<file path="src/rtl/spi_slave_if.sv">
// SPI mode-0 slave front end for the single-port RAM: deserialises 10-bit MOSI frames
// into rx_data_o/rx_valid_o and returns the RAM read word on MISO for read-data frames.
module spi_slave_if #(
   parameter int unsigned RX_W = 10,
   parameter int unsigned TX_W = 8
) (
   input  logic            clk,
   input  logic            arst_n,
   input  logic            ss_n_i,
   input  logic            mosi_i,
   output logic            miso_o,
   output logic [RX_W-1:0] rx_data_o,
   output logic            rx_valid_o,
   input  logic [TX_W-1:0] tx_data_i,
   input  logic            tx_valid_i
);

   localparam int unsigned RxCntW = $clog2(RX_W + 1);
   localparam int unsigned TxCntW = $clog2(TX_W + 1);

   typedef enum logic [2:0] {StIdle, StChkCmd, StWrite, StReadAdd, StReadData} state_e;

   state_e              state_q, state_d;
   logic [RX_W-1:0]     rx_data_q, rx_data_d;
   logic                rx_valid_q, rx_valid_d;
   logic                miso_q, miso_d;
   logic                rd_addr_seen_q, rd_addr_seen_d;
   logic [RxCntW-1:0]   bit_cnt_q, bit_cnt_d;
   logic                frame_done_q, frame_done_d;
   logic [TX_W-1:0]     tx_sh_q, tx_sh_d;
   logic [TxCntW-1:0]   tx_left_q, tx_left_d;
   logic                tx_got_q, tx_got_d;
   logic                in_frame;

   assign in_frame = (state_q == StWrite) || (state_q == StReadAdd) || (state_q == StReadData);

   always_ff @(posedge clk) begin
      if (!arst_n) begin
         state_q        <= StIdle;
         rx_data_q      <= '0;
         rx_valid_q     <= 1'b0;
         miso_q         <= 1'b0;
         rd_addr_seen_q <= 1'b0;
         bit_cnt_q      <= '0;
         frame_done_q   <= 1'b0;
         tx_sh_q        <= '0;
         tx_left_q      <= '0;
         tx_got_q       <= 1'b0;
      end else begin
         state_q        <= state_d;
         rx_data_q      <= rx_data_d;
         rx_valid_q     <= rx_valid_d;
         miso_q         <= miso_d;
         rd_addr_seen_q <= rd_addr_seen_d;
         bit_cnt_q      <= bit_cnt_d;
         frame_done_q   <= frame_done_d;
         tx_sh_q        <= tx_sh_d;
         tx_left_q      <= tx_left_d;
         tx_got_q       <= tx_got_d;
      end
   end

   always_comb begin
      state_d = state_q;
      if (state_q != StIdle && ss_n_i) begin
         state_d = StIdle;
      end else begin
         unique case (state_q)
            StIdle:   if (!ss_n_i) state_d = StChkCmd;
            StChkCmd: begin
               if (!mosi_i)             state_d = StWrite;
               else if (rd_addr_seen_q) state_d = StReadData;
               else                     state_d = StReadAdd;
            end
            default:  state_d = state_q;
         endcase
      end
   end

   // Datapath next-state; miso defaults low and is only raised while shifting the reply.
   always_comb begin
      rx_data_d      = rx_data_q;
      rx_valid_d     = 1'b0;
      miso_d         = 1'b0;
      rd_addr_seen_d = rd_addr_seen_q;
      bit_cnt_d      = bit_cnt_q;
      frame_done_d   = frame_done_q;
      tx_sh_d        = tx_sh_q;
      tx_left_d      = tx_left_q;
      tx_got_d       = tx_got_q;
      if (state_q == StIdle || ss_n_i) begin
         bit_cnt_d    = '0;
         frame_done_d = 1'b0;
         tx_left_d    = '0;
         tx_got_d     = 1'b0;
      end else if (state_q == StChkCmd) begin
         rx_data_d = {rx_data_q[RX_W-2:0], mosi_i};
         bit_cnt_d = RxCntW'(1);
      end else if (in_frame) begin
         if (!frame_done_q) begin
            rx_data_d = {rx_data_q[RX_W-2:0], mosi_i};
            bit_cnt_d = bit_cnt_q + RxCntW'(1);
            if (bit_cnt_q == RxCntW'(RX_W - 1)) begin
               frame_done_d = 1'b1;
               rx_valid_d   = 1'b1;
               if (state_q == StReadAdd)  rd_addr_seen_d = 1'b1;
               if (state_q == StReadData) rd_addr_seen_d = 1'b0;
            end
         end else if (state_q == StReadData && !tx_got_q && tx_valid_i) begin
            tx_sh_d   = tx_data_i;
            tx_left_d = TxCntW'(TX_W);
            tx_got_d  = 1'b1;
         end else if (tx_left_q != '0) begin
            miso_d    = tx_sh_q[TX_W-1];
            tx_sh_d   = {tx_sh_q[TX_W-2:0], 1'b0};
            tx_left_d = tx_left_q - TxCntW'(1);
         end
      end
   end

   always_comb begin
      miso_o     = miso_q;
      rx_data_o  = rx_data_q;
      rx_valid_o = rx_valid_q;
   end

endmodule

</file>
<file path="config.mk">
export PLATFORM = sky130hd
export DESIGN_NAME = spi_slave_if
export DESIGN_NICKNAME = d
export VERILOG_FILES = /design/src/rtl/spi_slave_if.sv
export SDC_FILE = /design/constraint.sdc
export NUM_CORES = 1
export LEC_CHECK = 0
export BUFFER_PORTS_ARGS = -buffer_cell sky130_fd_sc_hd__buf_2
export CAP_MARGIN = 20
export CORE_AREA = 5 5 49 73
export DETAILED_ROUTE_END_ITERATION = 7
export DIE_AREA = 0 0 54 78
export PLACE_DENSITY = 0.8
export SETUP_SLACK_MARGIN = 0.05
export SYNTH_ARGS = -nofsm -noshare
export SYNTH_HDL_FRONTEND = slang
export SYNTH_SLANG_ARGS = --single-unit
export TNS_END_PERCENT = 5
</file>
<file path="constraint.sdc">
create_clock -name clk -period 4.65 [get_ports clk]
set_clock_uncertainty 0.15 [all_clocks]
set_input_delay 0.93 -clock clk [delete_from_list [all_inputs] [get_ports clk]]
set_output_delay 0.93 -clock clk [all_outputs]
set_load 0.03 [all_outputs]
</file>
==> summary.md <==
| Metric | Value |
|---|---|
| Net Sw Power | `119 µW` |
| CTS sink count | `34` |
| Fmax | `0.425 GHz` |
| Post-synthesis register bit count | `34` |
| Routed Antenna Nets | `0` |
| Dpl cells | `237` |
| Post-synth top cells | `34 x dfxtp_1, 17 x nand2_1, 14 x o21ai_1` |
| Cell taking the most area after synthesis | `dfxtp_1` |
| Leakage power | `0.000713 µW` |
| Crit path capture type | `flip-flop` |
| Vias | `1427` |
| Clock transition at the registers of the reported paths | `70 ps` |
| Post-synth EDFFs | `0` |
| Clock Latency Late Sink | `280 ps` |
| Synth-to-Final Area Change | `14.4%` |
| Postcts setup bufs | `0` |
| Die Ht | `78 µm` |
| Synth Area in Compound Gates | `21.1%` |
| Count of different cell masters after synthesis | `40` |
| Slew HR | `62.9%` |
| Die area | `0.00421 mm²` |
| Post-synthesis average cell area | `8.85 µm²` |
| Worst EP arrival | `2370 ps` |
| Setup violations, final | `0` |
| Iter 0 DRT Violations | `29` |
| First-pass GRT wire length | `5730 µm` |
| Min Clock Period, post-route | `2350 ps` |
| Antenna cells | `0` |
| RSZ-0062 raised after global routing | `no` |
| Main combinational cell family by area after synthesis | `simple AND/OR/NAND/NOR gates` |
| CTS H-tree lvls | `2` |
| Post-synthesis mux area share | `4.84%` |
| Post-Route WL | `3380 µm` |
| Final period utilization | `50.6%` |
| WL/cell | `13.9 µm` |
| Final GP Congestion | `0.832` |
| Post-synthesis instance total | `184` |
| Leading post-synthesis cells by cell area | `dfxtp_1 42%, mux2_1 4.8%, o21ai_1 4.3%, o311a_1 4.3%, nand3_1 4.0%` |
| Pint | `473 µW` |
| Post-CTS Resized | `0` |
| IO Port Bufs | `24` |
| Root Driver | `clkbuf_8` |
| Switching Fraction | `20.1%` |
| Worst path slowest cell | `and2_1` |
| Critical Path, Cell by Cell | `buf_2, nor2b_1, and2_1, mux2_1, o311a_1` |
| Startpoint types | `primary input` |
| TritonCTS clock tree | `built` |
| Synth Area in XOR/XNOR | `1.61%` |
| Yosys Warn Count | `0` |
| Initial Util | `57.1%` |
| Comb power frac | `4.2%` |
| Share of layout cells above drive strength 1 | `19.5%` |
| Hold Vio Cnt, Final | `0` |
| GRT overflow | `0` |
| HPWL after DPL | `2420 µm` |
| Simple-gate share of the synthesized area | `22.1%` |
| Largest net degree at the start of global routing | `32` |
| CP Class | `primary input to flip-flop` |
| Vias per cell | `5.85` |
| Fin cells | `244` |
| Number of core rows | `24` |
| Critical path's largest stage delay | `510 ps` |
| Clock network fraction of total power | `45.9%` |
| Iteration count of the initial detailed-routing pass | `4` |
| Syn nets | `201` |
| Post-Syn Area | `0.00163 mm²` |
| Reg power frac | `49.9%` |
| Vias in the first global route | `1349` |
| Hold Crit Class | `flip-flop to flip-flop` |
| Peak supply drop | `0.251 mV` |
| Yosys top cell area share | `41.8%` |
| Final TNS setup | `0 ps` |
| Status | `finished clean` |
| # hold bufs at CTS | `0` |
| Crit Path Max Fanout | `13` |
| Final Max Slew Viols | `0` |
| Pwr dens | `318 mW/mm²` |
| IO Count | `25` |
| Initial antenna violation count | `0` |
| Async set-reset flop share out of synthesis | `0%` |
| Sequential fraction of the synthesis area | `41.8%` |
| DIE WIDTH | `54 µm` |
| Most instantiated library cell after synthesis | `dfxtp_1` |
| Adder-cell share of the synthesized area | `3.07%` |
| Clk buf depth | `2` |
| Num CTS Buffers | `5` |
| # DRC | `0` |
| Worst Path Required | `4660 ps` |
| # Max-Cap Violations | `0` |
| Nets@finish | `222` |
| Post-synth top flop | `dfxtp_1` |
| Core Footprint | `0.00285 mm²` |
| Final-layout fill cell count | `248` |
| GRT Util Overall | `17.8%` |
| Actual slew at the worst max-slew pin | `557 ps` |
==> cells by family after synthesis <==
group                      after synthesis
xor gates and xnor gates                 3
adders and majority gates                4
AOI/OAI and AO/OA                       51
muxes                                    7
buffers and inverters                   19
and+or+nand+nor                         66
DFF                                     34
==> registers in the layout, summed over array words and instances (netlist names) <==
signal / cells
frame_done_q: 1
tx_got_q: 1
miso_o: 1
rx_valid_o: 1
tx_sh_q: 8
state_q: 3
tx_left_q: 4
bit_cnt_q: 4
rd_addr_seen_q: 1
rx_data_o: 10
==> cells in the final DEF (no fill, tap or decap), types with 2 or more instances in the layout <==
cell       n
dfxtp_1   34
buf_2     24
nand2_1   17
o21ai_1   14
nand3_1   13
a21oi_1   11
nor2_1    11
inv_1      7
mux2_1     7
o21bai_1   7
o311a_1    7
clkbuf_8   6
nand2b_1   4
ha_1       4
nor3_1     3
a211oi_1   3
xnor2_1    3
or4_1      3
nor2b_1    2
or3b_1     2
nand4_1    2
a31oi_1    2
buf_4      2
==> cell type report <==
cell class,instances,area [µm²],area share [%]
Tap cell,39,48.8,2.62
Clock buffer,6,82.6,4.44
Multi-Input combinational cell,131,858,46.1
Sequential cell,34,681,36.6
Clock inverter,1,30.0,1.61
Timing Repair Buffer,26,135,7.26
Inverter,7,26.3,1.41
==> routing by layer <==
| layer | share of wire, % | vias to the layer above | GRT usage [%] | wire [µm] |
|---|---|---|---|---|
| met5 | 0 | - | 0 | 0 |
| met4 | 1.6 | 0 | 6.48 | 53 |
| met3 | 5.0 | 8 | 5.36 | 170 |
| met2 | 51 | 41 | 29.1 | 1720 |
| met1 | 43 | 676 | 21.4 | 1440 |
| li1 | - | 702 | - | - |
==> path summary, 6_finish.rpt <==
check	slack (ps)	depth (start not counted)	startpoint	end
hold reg to reg	300	2	rx_data_o[9]	rx_data_o[9]
setup reg to reg	2400	4	state_q[2]	tx_sh_q[7]
hold / removal	300	2	rx_data_o[9]	rx_data_o[9]
setup / recovery	2300	5	tx_valid_i	tx_sh_q[7]
==> critical path: cells and delay by family <==
kind,cells,cell delay [ps]
AND/OR/NAND/NOR,2,690
multiplexers,1,380
AO/OA/AOI/OAI,1,280
buffers and inverters,1,70
==> through the flow <==
stage	worst slack, ps	hold slack (ps)	total power (µW)	util, %	cell area [µm²]
floorplan	2270	273	317	-	1630
global placement	1930	285	325	61.1	1740
detailed placement	2000	299	326	61.3	1750
CTS	2290	308	600	65.3	1860
global route	2180	316	617	65.3	1860
finish	2300	299	591	65.3	1860
==> power by group through the flow <==
stage / clock, µW / sequential, µW / combinational [µW]
global route: 295 / 295 / 27.3
global placement: 0 / 302 / 23.3
finish: 271 / 295 / 24.8
detailed placement: 0 / 302 / 24.5
floorplan: 0 / 302 / 15.6
CTS: 280 / 295 / 24.7
No activity file was read; power rests on OpenSTA's default activity.
